<file path="src/rtl/sb_1237_color_sequencer_pkg.sv">
// Shared encodings for the TCS3200 colour sequencer: filter selects, result colours, FSM states.
// The bench imports this package as well as the RTL.
package sb_1237_color_sequencer_pkg;

   localparam int CNT_W = 14;

   // {S2,S3} as wired to the sensor
   typedef enum logic [1:0] {
      FLT_RED   = 2'b00,
      FLT_BLUE  = 2'b01,
      FLT_CLEAR = 2'b10,
      FLT_GREEN = 2'b11
   } filter_e;

   typedef enum logic [1:0] {
      COL_NONE  = 2'b00,
      COL_RED   = 2'b01,
      COL_GREEN = 2'b10,
      COL_BLUE  = 2'b11
   } color_e;

   typedef enum logic [2:0] {
      ST_IDLE   = 3'd0,
      ST_SETTLE = 3'd1,
      ST_SAMPLE = 3'd2,
      ST_DECIDE = 3'd3,
      ST_DONE   = 3'd4
   } state_e;

   typedef struct packed {
      color_e color;
      logic   meas_err;
   } result_t;

   // Scan order is RED, GREEN, BLUE, CLEAR; CLEAR is terminal.
   function automatic filter_e next_filter(input filter_e f);
      case (f)
         FLT_RED:   return FLT_GREEN;
         FLT_GREEN: return FLT_BLUE;
         default:   return FLT_CLEAR;
      endcase
   endfunction

endpackage

</file>
<file path="src/rtl/sb_1237_color_sequencer_if.sv">
// Control/result bundle between a host and the colour sequencer.
// The sequencer is the slave; the host (or bench) is the master.
interface sb_1237_color_sequencer_if;
   import sb_1237_color_sequencer_pkg::*;

   logic             start;
   logic             continuous;
   logic [CNT_W-1:0] count;
   filter_e          filter_sel;
   logic             busy;
   logic             done;
   color_e           color;
   logic             meas_err;

   modport slave (
      input  start, continuous, count,
      output filter_sel, busy, done, color, meas_err
   );

   modport master (
      output start, continuous, count,
      input  filter_sel, busy, done, color, meas_err
   );

endinterface

</file>
<file path="src/rtl/sb_1237_dwell_timer.sv">
// Down-counting dwell timer: load arms it with CYCLES, expire pulses on the last enabled cycle,
// so an enabled window that starts right after load lasts exactly CYCLES cycles.
module sb_1237_dwell_timer #(
   parameter int  CYCLES = 50000,
   localparam int W     = (CYCLES < 1) ? 1 : $clog2(CYCLES + 1)
) (
   input  logic clk,
   input  logic rst_n,
   input  logic load,
   input  logic en,
   output logic expire
);

   logic [W-1:0] cnt;

   always_ff @(posedge clk or negedge rst_n) begin
      if (!rst_n)
         cnt <= '0;
      else if (load)
         cnt <= W'(CYCLES);
      else if (en && (cnt != '0))
         cnt <= cnt - W'(1);
   end

   assign expire = en && (cnt == W'(1));

endmodule

</file>
<file path="src/rtl/sb_1237_color_sequencer.sv">
// TCS3200 RGB scan sequencer: dwell on each filter, sample the pulse width, then pick the
// strongest channel (smallest count), flagging dark targets and dead samples.
module sb_1237_color_sequencer
   import sb_1237_color_sequencer_pkg::*;
#(
   parameter int               SETTLE_CYCLES = 50000,
   parameter logic [CNT_W-1:0] DARK_THRESH   = 14'd1000
) (
   input  logic                      clk,
   input  logic                      rst_n,
   sb_1237_color_sequencer_if.slave  bus
);

   state_e                      state, state_nxt;
   filter_e                     flt, flt_nxt;
   logic [3:0][CNT_W-1:0]       samp;
   logic                        smp_we;
   logic                        tmr_load, tmr_en, tmr_expire;
   result_t                     res, res_nxt;
   logic [CNT_W-1:0]            r_cnt, g_cnt, b_cnt, c_cnt;

   sb_1237_dwell_timer #(.CYCLES(SETTLE_CYCLES)) u_dwell (
      .clk    (clk),
      .rst_n  (rst_n),
      .load   (tmr_load),
      .en     (tmr_en),
      .expire (tmr_expire)
   );

   always_ff @(posedge clk or negedge rst_n) begin
      if (!rst_n) begin
         state <= ST_IDLE;
         flt   <= FLT_CLEAR;
      end else begin
         state <= state_nxt;
         flt   <= flt_nxt;
      end
   end

   always_comb begin
      state_nxt = state;
      flt_nxt   = flt;
      tmr_load  = 1'b0;
      tmr_en    = 1'b0;
      smp_we    = 1'b0;
      case (state)
         ST_IDLE: begin
            if (bus.start) begin
               state_nxt = ST_SETTLE;
               flt_nxt   = FLT_RED;
               tmr_load  = 1'b1;
            end
         end
         ST_SETTLE: begin
            tmr_en = 1'b1;
            if (tmr_expire)
               state_nxt = ST_SAMPLE;
         end
         ST_SAMPLE: begin
            smp_we = 1'b1;
            if (flt == FLT_CLEAR) begin
               state_nxt = ST_DECIDE;
            end else begin
               state_nxt = ST_SETTLE;
               flt_nxt   = next_filter(flt);
               tmr_load  = 1'b1;
            end
         end
         ST_DECIDE: state_nxt = ST_DONE;
         ST_DONE: begin
            // continuous re-arms straight from DONE so busy never drops between scans
            if (bus.continuous) begin
               state_nxt = ST_SETTLE;
               flt_nxt   = FLT_RED;
               tmr_load  = 1'b1;
            end else begin
               state_nxt = ST_IDLE;
               flt_nxt   = FLT_CLEAR;
            end
         end
         default: begin
            state_nxt = ST_IDLE;
            flt_nxt   = FLT_CLEAR;
         end
      endcase
   end

   always_ff @(posedge clk or negedge rst_n) begin
      if (!rst_n)
         samp <= '0;
      else if (smp_we)
         samp[flt] <= bus.count;
   end

   assign r_cnt = samp[FLT_RED];
   assign g_cnt = samp[FLT_GREEN];
   assign b_cnt = samp[FLT_BLUE];
   assign c_cnt = samp[FLT_CLEAR];

   // Smaller pulse width = brighter channel; <= comparisons give RED > GREEN > BLUE on ties.
   always_comb begin
      res_nxt.color    = COL_NONE;
      res_nxt.meas_err = 1'b0;
      if ((r_cnt == '0) || (g_cnt == '0) || (b_cnt == '0) || (c_cnt == '0))
         res_nxt.meas_err = 1'b1;
      else if (c_cnt > DARK_THRESH)
         res_nxt.color = COL_NONE;
      else if ((r_cnt <= g_cnt) && (r_cnt <= b_cnt))
         res_nxt.color = COL_RED;
      else if (g_cnt <= b_cnt)
         res_nxt.color = COL_GREEN;
      else
         res_nxt.color = COL_BLUE;
   end

   always_ff @(posedge clk or negedge rst_n) begin
      if (!rst_n) begin
         res.color    <= COL_NONE;
         res.meas_err <= 1'b0;
      end else if (state == ST_DECIDE) begin
         res <= res_nxt;
      end
   end

   assign bus.filter_sel = flt;
   assign bus.busy       = (state != ST_IDLE);
   assign bus.done       = (state == ST_DONE);
   assign bus.color      = res.color;
   assign bus.meas_err   = res.meas_err;

endmodule

</file>
<file path="src/flat_wrapper.sv">
// flat-port wrapper written by rule: the top's interface ports become plain ports
module sb_1237_color_sequencer_flat import sb_1237_color_sequencer_pkg::*;
#(
   parameter int               SETTLE_CYCLES = 50000,
   parameter logic [CNT_W-1:0] DARK_THRESH   = 14'd1000
)
  (clk, rst_n, bus_start, bus_continuous, bus_count, bus_filter_sel, bus_busy, bus_done, bus_color, bus_meas_err);
  sb_1237_color_sequencer_if bus_i ();
  input  logic clk;
  input  logic rst_n;
  input wire logic [$bits(bus_i.start)-1:0] bus_start;
  input wire logic [$bits(bus_i.continuous)-1:0] bus_continuous;
  input wire logic [$bits(bus_i.count)-1:0] bus_count;
  output wire logic [$bits(bus_i.filter_sel)-1:0] bus_filter_sel;
  output wire logic [$bits(bus_i.busy)-1:0] bus_busy;
  output wire logic [$bits(bus_i.done)-1:0] bus_done;
  output wire logic [$bits(bus_i.color)-1:0] bus_color;
  output wire logic [$bits(bus_i.meas_err)-1:0] bus_meas_err;
  assign bus_i.start = bus_start;
  assign bus_i.continuous = bus_continuous;
  assign bus_i.count = bus_count;
  assign bus_filter_sel = bus_i.filter_sel;
  assign bus_busy = bus_i.busy;
  assign bus_done = bus_i.done;
  assign bus_color = bus_i.color;
  assign bus_meas_err = bus_i.meas_err;
  sb_1237_color_sequencer #(.SETTLE_CYCLES(SETTLE_CYCLES), .DARK_THRESH(DARK_THRESH)) u_core (.clk(clk), .rst_n(rst_n), .bus(bus_i));
endmodule
</file>
<file path="config.mk">
export PLATFORM = sky130hd
export DESIGN_NAME = sb_1237_color_sequencer_flat
export DESIGN_NICKNAME = d
export VERILOG_FILES = /design/src/rtl/sb_1237_color_sequencer_pkg.sv /design/src/rtl/sb_1237_color_sequencer_if.sv /design/src/rtl/sb_1237_dwell_timer.sv /design/src/rtl/sb_1237_color_sequencer.sv /design/src/flat_wrapper.sv
export SDC_FILE = /design/constraint.sdc
export NUM_CORES = 1
export LEC_CHECK = 0
export ABC_AREA = 0
export BUFFER_PORTS_ARGS = -buffer_cell sky130_fd_sc_hd__buf_4
export CORE_MARGIN = 3
export CORE_UTILIZATION = 59
export DETAILED_ROUTE_END_ITERATION = 8
export PLACE_DENSITY = 0.77
export SLEW_MARGIN = 0
export SYNTH_ARGS = -nofsm -noshare
export SYNTH_HDL_FRONTEND = slang
export SYNTH_HIERARCHICAL = 1
export SYNTH_SLANG_ARGS = --single-unit
</file>
<file path="constraint.sdc">
create_clock -name clk -period 3.4 [get_ports clk]
set_input_delay 0.17 -clock clk [delete_from_list [all_inputs] [get_ports clk]]
set_output_delay 0.17 -clock clk [all_outputs]
set_load 0.02 [all_outputs]
</file>
==> impl_metrics.yaml, run 1 <==
run_status:
  status: "complete, but fails checks"
  violations: "negative hold slack"
yosys:
  yosys-top-cells-area: "dfrtp_1, ha_1, mux2_2"
  synth_top_family_by_area: "simple AND/OR/NAND/NOR gates"
  synth_nets: 531
  synth_top_area_share_pct: 42.4
  synthMuxAreaShare_pct: 8.08
  synth_ff_type: "dfrtp_1"
  synthArstFlopShare_pct: 100
  syn_inst: 465
  netlist_area_um2: 4660
  synthAdderAreaFrac_pct: 12.9
  ys_warn_count: 6
  synth_edf_count: 0
  ys_seq_area_share_pct: 43.0
  synth.largest_area_cell: "dfrtp_1"
  ys_ff_latch: 80
  synth_compound_area_share_pct: 13.0
  ys_types: 61
  syn_area_per_cell_um2: 10.0
  yosys.area_share.simple_pct: 17.0
  synth_xor_area_share_pct: 0.563
floorplan:
  core-area_um2: 7450
  start_util_pct: 62.6
  design.die.area_um2: 9010
  dieWidth_um: 94.9
  rows: 31
  pin_count: 25
  die_h_um: 94.9
drt:
  wire_per_inst_um: 18.2
  first_iter_violations: 190
  drt-total-wl_mm: 10.7
  ant_nets: 0
  dr.pass1.iters: 4
  remaining_drc_errors: 0
  vias: 3609
  viasPerCell: 6.14
clocking:
  clkTransAtPathRegs_ns: 0.09
  cts_inserted_buffers: 9
  post-cts-setup-buffers: 0
  clock_sinks: 80
  clockBufferDepth: 2
  postCtsHoldBufs: 0
  htree_levels: 3
  root_buffer: "clkbuf_8"
  cts_tree: "yes"
  clk-insertion-delay-late_ns: 0.36
  cts_resized: 0
critical_path:
  path_class: "flip-flop to flip-flop"
  worstPathRequired_ns: 3.63
  arrival_ns: 2.67
  critPathCaptureType: "flip-flop"
  cp-start-kind: "flip-flop"
  worstPathMaxFanout: 7
  r2r_cells: 6
final_layout:
  synthToLayoutAreaGrowth_pct: 9.23
  stdcell_area_um2: 5090
  stdcell_count: 588
  layout.nets: 550
  diodes: 0
  drive_above_1_share_pct: 17.0
global_routing:
  grt_pass1_vias: 3621
  antenna_found_initial: 1
  grtUsageTotal_pct: 25.5
  grt.overflow.total: 0
  grt_pass1_wl_mm: 17.4
  grt_max_degree: 81
sta:
  hold_ws_ns: -0.0308
  period_minus_slack_ns: 2.44
  rsz0062_at_grt: "no"
  hold_violations: 32
  tns_ns: 0
  skew_ns: 0.00690
  finalSetupViolCount: 0
  period_share_pct: 71.7
  max_freq_mhz: 410
  slew_headroom_pct: 33.3
  maxSlewViolCount: 0
  tightest_slew_ns: 1.00
power_and_ir_drop:
  p_per_area_nw_per_um2: 419
  irDropWorstVdd_mv: 0.354
  leakagePower_uw: 0.00250
placement:
  dpl.cell_count: 572
  gp_congestion: 0.983
  io_buffers: 24
  dp.final_hpwl_mm: 7.83
  dpl_cell_area_um2: 4890
min_path:
  hold_path.class: "input pin to async pin"
run:
  drv_cap: 0
==> worst paths after layout <==
kind / endpoint / from / slack [ns]
worst max-delay path: u_core/state[0] / u_core/u_dwell/cnt[11] / 0.96
worst min-delay path: u_core/state[2] / rst_n / -0.03
worst max register to register: u_core/state[0] / u_core/u_dwell/cnt[11] / 0.96
worst min register to register: u_core/c_cnt[10] / u_core/c_cnt[10] / 0.50
max in group asynchronous: u_core/c_cnt[9] / rst_n / 2.80
min in group clk: u_core/r_cnt[0] / bus_count[0] / 0.04
==> layout make-up <==
| class | instances | area, µm² |
|---|---|---|
| clock buffer | 9 | 124 |
| clock inverter | 7 | 78.8 |
| fill | 594 | 2350 |
| inverter | 40 | 151 |
| multi-input combinational | 326 | 2410 |
| sequential | 80 | 2000 |
| tap | 99 | 124 |
| timing repair buffer | 27 | 203 |
==> power by group <==
part / internal [µW] / switching (µW) / leakage (µW)
clock network: 347 / 386 / 0.0000929
registers: 1010 / 74.2 / 0.000927
logic: 138 / 179 / 0.00148
total: 1500 / 639 / 0.00250
==> cell families after synthesis <==
family,Yosys count
simple gates,149
compound gates,92
flops,80
buf+inv,59
fa+ha+maj,48
mux,34
xor+xnor,3
==> layout by cell type, fill, tap and decap left out, types with 4 or more instances in the layout <==
cell / count
nor4_1: 18
clkbuf_8: 9
mux2_2: 24
nand2b_1: 5
nand4_1: 11
nor3_1: 8
mux2_1: 5
nand3_1: 11
buf_4: 27
nor2_1: 20
nand2_1: 42
a21oi_1: 26
o21ai_0: 35
mux2i_1: 5
ha_1: 48
and3_1: 4
or3_1: 6
nor2b_1: 5
o31ai_1: 5
inv_1: 39
dfrtp_1: 79
or4_1: 5
==> synthesized netlist by cell type, drive strengths merged (7+ instances only) <==
library cell,instances
dfrtp,79
ha,48
nand2,42
inv,39
o21ai,35
mux2,29
a21oi,26
nor2,20
nor4,18
nand3,12
buf,11
nand4,11
nor3,9
clkbuf,8
or3,7
==> layer usage <==
layer,track usage (%),share of wire (%)
met1,32.8,44
met2,42.3,49
met3,5.58,5.2
met4,9.38,2.3
met5,0,0.065
==> flip-flops by register name (all words and copies together), names as in the netlist, 2 cells and up <==
| name | count |
|---|---|
| u_core/u_dwell/cnt | 16 |
| u_core/b_cnt | 14 |
| u_core/c_cnt | 14 |
| u_core/g_cnt | 14 |
| u_core/r_cnt | 14 |
| u_core/state | 3 |
| u_core/bus.color | 2 |
| u_core/bus.filter_sel | 2 |
==> stage by stage <==
step           hold WS [ns]  util (%)  power, µW  worst slack (ns)
2_1_floorplan        -0.126         -       1320              1.11
3_3_place_gp          0.395      65.7       1400              1.05
5_1_grt              0.0396      68.4       2250             0.749
4_1_cts             0.00780      68.4       2150             0.974
3_5_place_dp          0.406      65.7       1420             0.988
6_report            -0.0308      68.4       2130             0.964
==> worst max-delay path, cell delays in order, from the launching register on <==
cell and delay [ns]:
dfrtp_1 0.43, or4_1 0.70, nor4_1 0.60, and4b_1 0.31
nor3_1 0.05, a31oi_1 0.14, o21ai_0 0.08
Note: power is estimated with default switching activity, not from simulation.
==> run 2, diff against run 1 <==
CORE_UTILIZATION = 56   (was 59)
clock period = 2 ns   (was 3.4 ns; I/O delays follow)
==> run 2 against run 1 <==
The flow finishes with violations (negative setup slack). Routed wire length increased by 26%. First-iteration DRC count increased by 120%. Cell count increased by 13%. Power increased by 96%. Combinational power increased to 3.0 times the previous value. Core utilization increased by 7.5 points. Largest cell class unchanged.
==> impl_metrics.yaml, run 2 (synthesis results as in run 1) <==
sta:
  period_minus_slack_ns: 2.11
  period_share_pct: 106
  max_freq_mhz: 474
  finalSetupViolCount: 3
  slew_headroom_pct: 57.9
  tightest_slew_ns: 0.632
  hold_violations: 0
  layout_setup_ws_ns: -0.112
  maxSlewViolCount: 0
  skew_ns: 0.0174
  rsz0062_at_grt: "yes"
drt:
  first_iter_violations: 414
  dr.pass1.iters: 5
  viasPerCell: 6.35
  vias: 4226
  wire_per_inst_um: 20.4
  ant_nets: 0
  remaining_drc_errors: 0
  drt-total-wl_mm: 13.6
power_and_ir_drop:
  combPwrFrac_pct: 22.9
  p_per_area_nw_per_um2: 700
  irDropWorstVdd_mv: 0.645
  switching_share_pct: 29.7
  p_sw_uw: 1240
  clkPwrFrac_pct: 33.5
  seqPwrFrac_pct: 43.6
  leakagePower_uw: 0.00290
  total_power_uw: 4190
  p_int_uw: 2950
floorplan:
  start_util_pct: 59.1
  design.die.area_um2: 9460
  pin_count: 25
  die_h_um: 97.3
  rows: 32
  core-area_um2: 7890
  dieWidth_um: 97.3
final_layout:
  regMostFlops: "u_core/u_dwell/cnt"
  stdcell_count: 665
  layout.nets: 624
  final_common_cell: "buf_4"
  synthToLayoutAreaGrowth_pct: 28.3
  utilization_pct: 75.9
  diodes: 0
  mostFrequentLayoutCells: "buf_4, dfrtp_1, nand2_1, ha_1, o21ai_0"
  largest_reg_flops: 16
  drive_above_1_share_pct: 32.5
critical_path:
  critPathCaptureType: "flip-flop"
  regToRegStartpoint: "u_core/g_cnt[3]"
  cp-startpoint: "u_core/g_cnt[3]"
  path_class: "flip-flop to flip-flop"
  r2r_end: "u_core/bus.color[0]"
  worstPathRequired_ns: 2.30
  arrival_ns: 2.42
  r2r_setup_slack_ns: -0.11
  worstPathMaxFanout: 3
  cp-start-kind: "flip-flop"
  critPathBufInv: 1
  slowest_stage: "dfrtp_1"
  critPathCapture: "u_core/bus.color[0]"
  r2r_cells: 8
  cp.depth: 8
  crit_chain: "inv_2 -> ha_4 -> nand4_1 -> a21oi_2 -> o31a_1 -> a2111oi_4 -> a2bb2oi_2 -> a221o_1"
  cp_slowest_stage_delay_ns: 0.43
  cpLargestDelayFamily: "compound AO/OA/AOI/OAI gates"
clocking:
  root_buffer: "clkbuf_8"
  clock_sinks: 80
  cts_inserted_buffers: 9
  clockBufferDepth: 2
  cts_tree: "yes"
  htree_levels: 3
  clkTransAtPathRegs_ns: 0.10
  clk-insertion-delay-late_ns: 0.36
placement:
  io_buffers: 24
  gp_congestion: 1.03
  dpl.cell_count: 618
  dp.final_hpwl_mm: 8.75
global_routing:
  antenna_found_initial: 0
  grt.overflow.total: 0
  grt_pass1_vias: 4036
  grt_max_degree: 49
  grtUsageTotal_pct: 26.4
  grt_pass1_wl_mm: 20.2
min_path:
  hp-start: "bus_count[3]"
  hold_path.class: "input pin to flip-flop"
  min_path_cells: 3
run:
  drv_cap: 0
run_status:
  status: "complete, but fails checks"
  violations: "negative setup slack"
run 2: through the flow:
stage	setup WS [ns]	hold WS [ns]	instance area, µm²	TNS, ns
after global placement	-0.0156	0.154	5280	-0.0156
after floorplan	-0.0431	-0.196	4690	-0.0641
after detailed placement	-0.0645	0.159	5280	-0.242
after CTS	-0.0208	0.00308	5660	-0.0218
final	-0.112	0.0140	5980	-0.225
after global routing	-0.121	0.0137	5980	-0.716
run 2: worst reg2reg max path: cells and delay by family (launching register included):
family	cells	cell delay (ns)
DFF	1	0.43
buffers and inverters	1	0.10
AOI/OAI and AO/OA	5	1.16
and+or+nand+nor	1	0.17
adders and majority gates	1	0.20
run 2: how the worst min path moves through the flow:
stage,to,slack [ns]
floorplan,u_core/b_cnt[0],-0.20
CTS,u_core/b_cnt[3],0.003
global placement,u_core/u_dwell/cnt[0],0.15
global route,u_core/c_cnt[3],0.01
detailed placement,u_core/u_dwell/cnt[1],0.16
finish,u_core/b_cnt[3],0.01
run 2: area by class of cell:
class	instances	area, µm²
clock buffer	9	124
clock inverter	7	109
multi-input combinational	326	2640
sequential	80	2010
inverter	40	151
fill	458	1900
timing repair buffer	101	826
tap	102	128
run 2: what timing repair did:
action | in CTS | in global routing
gates resized for setup | 8 | 33
setup endpoints to repair | 10 | 14
gates cloned | 0 | 0
hold buffers | 9 | 0
endpoints found under the hold margin | 60 | 0
pin swaps | 3 | 18
setup buffers | 4 | 18
run 2: routing by layer:
metal  global-route usage [%]  share of wire (%)  up-vias
li1                         -                  -     1874
met1                     37.1                 41     2010
met2                     40.9                 46      256
met3                     6.82                9.7       86
met4                     6.60                3.9        0
met5                        0                  0        -
run 2: power groups by stage:
stage | Clock (µW) | Combinational (µW) | Sequential (µW)
2_1_floorplan | 0 | 429 | 1850
3_3_place_gp | 0 | 761 | 1830
3_5_place_dp | 0 | 804 | 1840
4_1_cts | 1410 | 889 | 1810
5_1_grt | 1500 | 1070 | 1840
6_report | 1400 | 961 | 1830
